<file path="src/rtl/instr_fetch_unit.sv">
// Instruction fetch stage: owns the fetch PC, issues one outstanding request
// at a time to instruction memory, buffers returned words in a prefetch FIFO
// and hands them to decode over a valid/ready handshake.
// Ports:
//   CLK, RESET_N          clock, async active-low reset
//   IMEM_REQ/ADDR         fetch request and address (held until IMEM_ACK)
//   IMEM_ACK/RDATA        request accepted, instruction word valid this cycle
//   ID_VALID/READY        decode handshake on the FIFO head
//   ID_INSTR/ID_PC        head instruction word and its address
//   OPCODE/RC/RA/RB/LITERAL  decoded fields of ID_INSTR
//   PCSEL, BR_TARGET, JMP_TARGET  redirect request from the decoder
module instr_fetch_unit #(
  parameter int unsigned       ADDR_W       = 32,
  parameter int unsigned       FIFO_DEPTH   = 4,
  parameter logic [ADDR_W-1:0] RESET_VECTOR = '0,
  parameter logic [ADDR_W-1:0] ILLOP_VECTOR = ADDR_W'(32'h4),
  parameter logic [ADDR_W-1:0] XADR_VECTOR  = ADDR_W'(32'h8)
) (
  input  logic              CLK,
  input  logic              RESET_N,
  output logic              IMEM_REQ,
  output logic [ADDR_W-1:0] IMEM_ADDR,
  input  logic              IMEM_ACK,
  input  logic [31:0]       IMEM_RDATA,
  output logic              ID_VALID,
  input  logic              ID_READY,
  output logic [31:0]       ID_INSTR,
  output logic [ADDR_W-1:0] ID_PC,
  output logic [5:0]        OPCODE,
  output logic [4:0]        RC,
  output logic [4:0]        RA,
  output logic [4:0]        RB,
  output logic [15:0]       LITERAL,
  input  logic [2:0]        PCSEL,
  input  logic [ADDR_W-1:0] BR_TARGET,
  input  logic [ADDR_W-1:0] JMP_TARGET
);

  localparam int unsigned PTR_W = (FIFO_DEPTH > 1) ? $clog2(FIFO_DEPTH) : 1;
  localparam int unsigned CNT_W = PTR_W + 1;

  typedef enum logic [1:0] {S_IDLE, S_REQ, S_DISCARD} state_t;

  state_t              r_state, w_state_nxt;
  logic [ADDR_W-1:0]   r_pc, w_pc_nxt;
  logic                r_req, w_req_nxt;
  logic [ADDR_W-1:0]   r_addr, w_addr_nxt;
  logic [PTR_W-1:0]    r_wptr, w_wptr_nxt, r_rptr, w_rptr_nxt, w_rptr_ap;
  logic [CNT_W-1:0]    r_count, w_count_nxt, w_cnt_ap;
  logic                r_id_valid, w_id_valid_nxt;
  logic [31:0]         r_id_instr, w_id_instr_nxt;
  logic [ADDR_W-1:0]   r_id_pc, w_id_pc_nxt;
  logic [31:0]         r_mem_instr [FIFO_DEPTH];
  logic [ADDR_W-1:0]   r_mem_pc    [FIFO_DEPTH];

  logic                w_redir, w_ack, w_pop, w_push;
  logic [ADDR_W-1:0]   w_target, w_pc_inc;

  // Redirect decode; codes 5-7 behave like "no redirect".
  always_comb begin
    w_redir  = 1'b0;
    w_target = r_pc;
    case (PCSEL)
      3'd1: begin w_redir = 1'b1; w_target = BR_TARGET; end
      3'd2: begin w_redir = 1'b1; w_target = JMP_TARGET & ~ADDR_W'(3); end
      3'd3: begin w_redir = 1'b1; w_target = ILLOP_VECTOR; end
      3'd4: begin w_redir = 1'b1; w_target = XADR_VECTOR; end
      default: ;
    endcase
  end

  // Handshake qualifiers; a redirect suppresses both push and pop.
  always_comb begin
    w_ack     = r_req & IMEM_ACK;
    w_pop     = r_id_valid & ID_READY & ~w_redir;
    w_push    = (r_state == S_REQ) & w_ack & ~w_redir;
    w_cnt_ap  = r_count - CNT_W'(w_pop);
    w_rptr_ap = r_rptr + PTR_W'(w_pop);
    w_pc_inc  = r_addr + ADDR_W'(4);
  end

  // Fetch FSM next state; request/address are registered outputs.
  always_comb begin
    w_state_nxt = r_state;
    w_pc_nxt    = r_pc;
    w_req_nxt   = r_req;
    w_addr_nxt  = r_addr;
    if (w_redir) begin
      w_pc_nxt = w_target;
      if ((r_state != S_IDLE) && !w_ack) begin
        // Outstanding request must still complete; its data will be dropped.
        w_state_nxt = S_DISCARD;
      end else begin
        w_state_nxt = S_IDLE;
        w_req_nxt   = 1'b0;
      end
    end else begin
      case (r_state)
        S_IDLE: begin
          if (w_cnt_ap < CNT_W'(FIFO_DEPTH)) begin
            w_state_nxt = S_REQ;
            w_req_nxt   = 1'b1;
            w_addr_nxt  = r_pc;
          end
        end
        S_REQ: begin
          if (w_ack) begin
            w_pc_nxt = w_pc_inc;
            if ((w_cnt_ap + CNT_W'(1)) < CNT_W'(FIFO_DEPTH)) begin
              w_addr_nxt = w_pc_inc;
            end else begin
              w_state_nxt = S_IDLE;
              w_req_nxt   = 1'b0;
            end
          end
        end
        S_DISCARD: begin
          if (w_ack) begin
            w_state_nxt = S_IDLE;
            w_req_nxt   = 1'b0;
          end
        end
        default: begin
          w_state_nxt = S_IDLE;
          w_req_nxt   = 1'b0;
        end
      endcase
    end
  end

  // FIFO pointers and registered head; head bypasses storage when FIFO drains.
  always_comb begin
    w_wptr_nxt     = r_wptr;
    w_rptr_nxt     = r_rptr;
    w_count_nxt    = r_count;
    w_id_valid_nxt = r_id_valid;
    w_id_instr_nxt = r_id_instr;
    w_id_pc_nxt    = r_id_pc;
    if (w_redir) begin
      w_wptr_nxt     = '0;
      w_rptr_nxt     = '0;
      w_count_nxt    = '0;
      w_id_valid_nxt = 1'b0;
    end else begin
      w_wptr_nxt     = r_wptr + PTR_W'(w_push);
      w_rptr_nxt     = w_rptr_ap;
      w_count_nxt    = w_cnt_ap + CNT_W'(w_push);
      w_id_valid_nxt = (w_count_nxt != '0);
      if (w_cnt_ap != '0) begin
        w_id_instr_nxt = r_mem_instr[w_rptr_ap];
        w_id_pc_nxt    = r_mem_pc[w_rptr_ap];
      end else if (w_push) begin
        w_id_instr_nxt = IMEM_RDATA;
        w_id_pc_nxt    = r_addr;
      end
    end
  end

  // State registers.
  always_ff @(posedge CLK or negedge RESET_N) begin
    if (!RESET_N) begin
      r_state    <= S_IDLE;
      r_pc       <= RESET_VECTOR;
      r_req      <= 1'b0;
      r_addr     <= RESET_VECTOR;
      r_wptr     <= '0;
      r_rptr     <= '0;
      r_count    <= '0;
      r_id_valid <= 1'b0;
      r_id_instr <= '0;
      r_id_pc    <= '0;
    end else begin
      r_state    <= w_state_nxt;
      r_pc       <= w_pc_nxt;
      r_req      <= w_req_nxt;
      r_addr     <= w_addr_nxt;
      r_wptr     <= w_wptr_nxt;
      r_rptr     <= w_rptr_nxt;
      r_count    <= w_count_nxt;
      r_id_valid <= w_id_valid_nxt;
      r_id_instr <= w_id_instr_nxt;
      r_id_pc    <= w_id_pc_nxt;
    end
  end

  // Prefetch storage; contents are only read while the entry is live.
  always_ff @(posedge CLK) begin
    if (w_push) begin
      r_mem_instr[r_wptr] <= IMEM_RDATA;
      r_mem_pc[r_wptr]    <= r_addr;
    end
  end

  assign IMEM_REQ  = r_req;
  assign IMEM_ADDR = r_addr;
  assign ID_VALID  = r_id_valid;
  assign ID_INSTR  = r_id_instr;
  assign ID_PC     = r_id_pc;
  assign OPCODE    = r_id_instr[31:26];
  assign RC        = r_id_instr[25:21];
  assign RA        = r_id_instr[20:16];
  assign RB        = r_id_instr[15:11];
  assign LITERAL   = r_id_instr[15:0];

endmodule

</file>
<file path="config.mk">
export PLATFORM = sky130hd
export DESIGN_NAME = instr_fetch_unit
export DESIGN_NICKNAME = d
export VERILOG_FILES = /design/src/rtl/instr_fetch_unit.sv
export SDC_FILE = /design/constraint.sdc
export NUM_CORES = 1
export LEC_CHECK = 0
export BUFFER_PORTS_ARGS = -buffer_cell sky130_fd_sc_hd__buf_2
export CORE_UTILIZATION = 38
export CTS_CLUSTER_DIAMETER = 100
export DETAILED_ROUTE_END_ITERATION = 12
export SETUP_SLACK_MARGIN = 0.05
export SLEW_MARGIN = 20
export SYNTH_ARGS = -nofsm -noshare
export SYNTH_HDL_FRONTEND = slang
export SYNTH_SLANG_ARGS = --single-unit
export TNS_END_PERCENT = 5
</file>
<file path="constraint.sdc">
create_clock -name CLK -period 7.6 [get_ports CLK]
set_clock_uncertainty 0.05 [all_clocks]
set_input_delay 1.52 -clock CLK [delete_from_list [all_inputs] [get_ports CLK]]
set_output_delay 1.52 -clock CLK [all_outputs]
set_load 0.05 [all_outputs]
</file>
==> summary.json <==
{
  "outcome": {"value": "finished clean"},
  "mostFrequentLayoutCells": {"value": "sky130_fd_sc_hd__edfxtp_1, sky130_fd_sc_hd__buf_2, sky130_fd_sc_hd__dfrtp_1"},
  "total_negative_setup_slack": {"value": 0, "unit": "ns"},
  "cts_tree": {"value": "built"},
  "cts-root-buf": {"value": "sky130_fd_sc_hd__clkbuf_16"},
  "worst_setup_path_start_kind": {"value": "input pin"},
  "syn_to_final_growth": {"value": 14.7, "unit": "%"},
  "signal_arrival_time_at_the_worst_endpoint": {"value": 5.38, "unit": "ns"},
  "mappedNetlistNets": {"value": 1753},
  "worstHoldPathCells": {"value": 2},
  "grt_max_degree": {"value": 98},
  "flip_flop_cell_with_the_highest_count_after_synthesis": {"value": "sky130_fd_sc_hd__edfxtp_1"},
  "endpoint_kind": {"value": "register"},
  "postRouteAntennaNets": {"value": 0},
  "cts_resized": {"value": 0},
  "finalHoldViolCount": {"value": 0},
  "clkPwrFrac": {"value": 26.4, "unit": "%"},
  "synth_seq_cells": {"value": 395},
  "cts.path.max_buffers": {"value": 3},
  "clock_sinks": {"value": 395},
  "fin_cells": {"value": 2477},
  "critPathSlowestCell": {"value": "sky130_fd_sc_hd__nor3b_2"},
  "timing.hold.worst.class": {"value": "register to register"},
  "maxClockFrequency": {"value": 201, "unit": "MHz"},
  "path_buf_inv": {"value": 1},
  "final-setup-viol-count": {"value": 0},
  "detailedPlacementHpwl": {"value": 31000, "unit": "um"},
  "first_iter_violations": {"value": 1000},
  "final_common_cell": {"value": "sky130_fd_sc_hd__edfxtp_1"},
  "critical_path_required": {"value": 8.01, "unit": "ns"},
  "worstHoldEndpoint": {"value": "ID_PC[30]"},
  "rr_startpoint": {"value": "r_state[0]"},
  "sw_frac_of_total": {"value": 42.6, "unit": "%"},
  "worst_skew_pair.late_latency": {"value": 0.58, "unit": "ns"},
  "portBuffers": {"value": 235},
  "overflow": {"value": 0},
  "die-area": {"value": 51800, "unit": "um2"},
  "cts_htree_levels": {"value": 2},
  "detail_route.first_pass.iterations": {"value": 8},
  "max_capacitance_violation_count": {"value": 0},
  "share_comb_of_total_power": {"value": 33.4, "unit": "%"},
  "r2r.worst_path.cells": {"value": 7},
  "slew_viol_final": {"value": 0},
  "layout-drive-gt1-share": {"value": 23.2, "unit": "%"},
  "groute.usage.overall": {"value": 20.5, "unit": "%"},
  "whs": {"value": 0.418, "unit": "ns"},
  "synth_enable_flop_cells": {"value": 256},
  "worst_reg2reg_setup_slack": {"value": 3.81, "unit": "ns"},
  "design.core.area": {"value": 50200, "unit": "um2"},
  "syn_area_per_cell": {"value": 11.8, "unit": "um2"},
  "number_of_antenna_violations_at_the_first_check_in_global_routing": {"value": 1},
  "drcViolationCount": {"value": 0},
  "routed_wire_length_per_instance": {"value": 21.7, "unit": "um"},
  "syn_inst": {"value": 1645},
  "cp_top_family": {"value": "simple AND/OR/NAND/NOR gates"},
  "setup.worst_path.class": {"value": "input pin to register"},
  "critPathMaxStageDelay": {"value": 0.87, "unit": "ns"},
  "critical_path.cell_chain": {"value": "buf_2, nor3_1, o21ai_4, nor2_1, ha_1, xor2_2, o21ai_0, nor3b_2, nand2_1, o221a_2"},
  "core.rowCount": {"value": 82},
  "min_period": {"value": 4.96, "unit": "ns"},
  "vias_per_cell": {"value": 5.84},
  "vias": {"value": 14500},
  "relSlewSlack": {"value": 25.2, "unit": "%"},
  "synth.yosys.seq_area_share": {"value": 57.7, "unit": "%"},
  "power.net_switching": {"value": 0.00338, "unit": "W"},
  "dpl.cell_count": {"value": 2397},
  "fp.dieW": {"value": 228, "unit": "um"},
  "min_period_over_period": {"value": 65.3, "unit": "%"},
  "netlist_area_pre_place": {"value": 19300, "unit": "um2"},
  "synth_async_sr_flop_share": {"value": 35.2, "unit": "%"},
  "first_global_vias": {"value": 13800},
  "yosys_warnings": {"value": 0},
  "cts_made_buffers": {"value": 43},
  "nNetsFinal": {"value": 1878},
  "gpl.final_weighted_congestion": {"value": 0.823},
  "die-height": {"value": 228, "unit": "um"},
  "cts_hold_buffers": {"value": 0},
  "detail_route.wirelength": {"value": 53800, "unit": "um"},
  "cts_post_setup_buffers_inserted": {"value": 0},
  "rsz0062_at_grt": {"value": "false"},
  "cellInternalPower": {"value": 0.00456, "unit": "W"},
  "power.leakage": {"value": 7.80, "unit": "nW"},
  "critical_path.reg2reg.endpoint": {"value": "r_mem_instr[3][3]"},
  "boundaryPins": {"value": 238},
  "path_clk_slew": {"value": 0.06, "unit": "ns"},
  "initial_utilization": {"value": 38.5, "unit": "%"},
  "hold_start": {"value": "ID_PC[30]"},
  "antenna_cells_inserted": {"value": 0},
  "max_slew.worst_pin.slew": {"value": 1.11, "unit": "ns"},
  "cp_max_fo": {"value": 35},
  "power.density_cell_area": {"value": 358, "unit": "nW/um2"},
  "worst_ir_drop_vdd": {"value": 0.000178, "unit": "V"},
  "grt_pass1_wl": {"value": 81200, "unit": "um"},
  "yosysUniqueCellTypes": {"value": 76},
  "sequential_power_share": {"value": 40.3, "unit": "%"}
}
layer usage:
metal  track usage, %  up-vias  part of all wire [%]
li1                 -     6575                     -
met1             27.2     7131                    43
met2             33.7      653                    47
met3             4.36       96                   7.4
met4             5.95        2                   2.0
met5                0        -                 0.015
how the worst max path moves through the flow:
stage / slack [ns] / start / to / cells after the start
2_1_floorplan: -0.23 / PCSEL[2] / r_mem_instr[1][0] / 6
3_3_place_gp: 2.17 / PCSEL[2] / IMEM_ADDR[19] / 10
3_5_place_dp: 2.10 / PCSEL[2] / IMEM_ADDR[19] / 10
4_1_cts: 2.70 / PCSEL[2] / IMEM_ADDR[19] / 10
5_1_grt: 2.29 / PCSEL[2] / IMEM_ADDR[19] / 10
6_report: 2.64 / PCSEL[2] / IMEM_ADDR[19] / 10
synth_stat cells (3+ instances only):
library cell                  n  share of area, %
sky130_fd_sc_hd__buf_1       11              0.21
sky130_fd_sc_hd__nand2_1    121               2.3
sky130_fd_sc_hd__and4_1       4              0.18
sky130_fd_sc_hd__a211oi_1    40               1.6
sky130_fd_sc_hd__and3_1       6              0.19
sky130_fd_sc_hd__dfrtp_1    139                18
sky130_fd_sc_hd__nand4_1     30              0.97
sky130_fd_sc_hd__nand3_1     52               1.3
sky130_fd_sc_hd__o21ai_0     54               1.4
sky130_fd_sc_hd__o221ai_1    19              0.86
sky130_fd_sc_hd__a21oi_1     29              0.75
sky130_fd_sc_hd__nor2_1      89               1.7
sky130_fd_sc_hd__nor4_1       3             0.097
sky130_fd_sc_hd__a21oi_2      3              0.14
sky130_fd_sc_hd__mux2i_1     85               4.4
sky130_fd_sc_hd__a311oi_1     6              0.27
sky130_fd_sc_hd__o221a_2      5              0.29
sky130_fd_sc_hd__o22a_1      24               1.1
sky130_fd_sc_hd__xnor2_1     20              0.91
sky130_fd_sc_hd__nor3b_1     27               1.0
sky130_fd_sc_hd__clkbuf_1   101               2.0
sky130_fd_sc_hd__o32ai_1      8              0.36
sky130_fd_sc_hd__o22ai_1     32               1.0
sky130_fd_sc_hd__edfxtp_1   256                40
sky130_fd_sc_hd__a2bb2oi_1    3              0.14
sky130_fd_sc_hd__a22oi_1     28               1.1
sky130_fd_sc_hd__mux2_2      47               2.7
sky130_fd_sc_hd__and2_1      28              0.91
sky130_fd_sc_hd__o211ai_1     9              0.35
sky130_fd_sc_hd__buf_2       22              0.57
sky130_fd_sc_hd__o31ai_1     45               1.7
sky130_fd_sc_hd__a32oi_1     37               1.7
sky130_fd_sc_hd__nor3_1      70               1.8
sky130_fd_sc_hd__ha_1         5              0.32
sky130_fd_sc_hd__a21o_1      24              0.93
sky130_fd_sc_hd__or3_1        3             0.097
sky130_fd_sc_hd__nor2b_1      4              0.13
sky130_fd_sc_hd__a2111oi_0   18              0.82
sky130_fd_sc_hd__xor2_1      12              0.54
sky130_fd_sc_hd__a31oi_1     29              0.94
sky130_fd_sc_hd__inv_1        7              0.14
sky130_fd_sc_hd__buf_4       46               1.8
sky130_fd_sc_hd__clkbuf_8     3              0.21
state kept, by name, indices dropped and copies added (netlist names):
name / flops
r_rptr: 2
r_count: 3
r_pc: 32
r_mem_pc: 128
r_mem_instr: 128
ID_VALID: 1
ID_PC: 32
IMEM_REQ: 1
r_wptr: 2
r_state: 2
IMEM_ADDR: 32
ID_INSTR: 32
through the flow:
step | setup slack [ns] | utilization (%) | power (W) | area (um2)
finish | 2.64 | 44.2 | 0.00795 | 22200
detailed placement | 2.10 | 41.4 | 0.00590 | 20800
CTS | 2.70 | 44.2 | 0.00800 | 22200
global placement | 2.17 | 41.4 | 0.00586 | 20800
global route | 2.29 | 44.2 | 0.00830 | 22200
floorplan | -0.235 | - | 0.00520 | 19300
logic make-up (layout without fill, tap and decap cells):
group	Yosys count	after routing	synth area share, %
xor gates and xnor gates	34	34	1.62
buffers and inverters	194	354	5.03
adders and majority gates	5	5	0.324
muxes	133	133	7.21
and+or+nand+nor	458	458	12.0
AOI/OAI and AO/OA	426	426	16.1
DFF	395	395	57.7
tightest hold or removal path: cells and delay by family (launching register included):
kind             cells  cell delay (ns)
DFF                  1             0.33
and+or+nand+nor      2             0.10
layout make-up:
cell class	instances	area [um2]
tap	672	841
clock buffer	57	1180
sequential	395	11200
inverter	9	33.8
timing repair buffer	265	1430
clock inverter	23	226
multi-input combinational	1056	7300
fill	4591	28000
power groups by stage:
stage / logic, W / clock network [W] / registers, W
after floorplan: 0.00133 / 0 / 0.00387
after global placement: 0.00264 / 0 / 0.00322
after detailed placement: 0.00265 / 0 / 0.00325
after CTS: 0.00266 / 0.00214 / 0.00320
after global routing: 0.00282 / 0.00222 / 0.00326
final: 0.00265 / 0.00210 / 0.00320
Note: power is estimated with default switching activity, not from simulation.
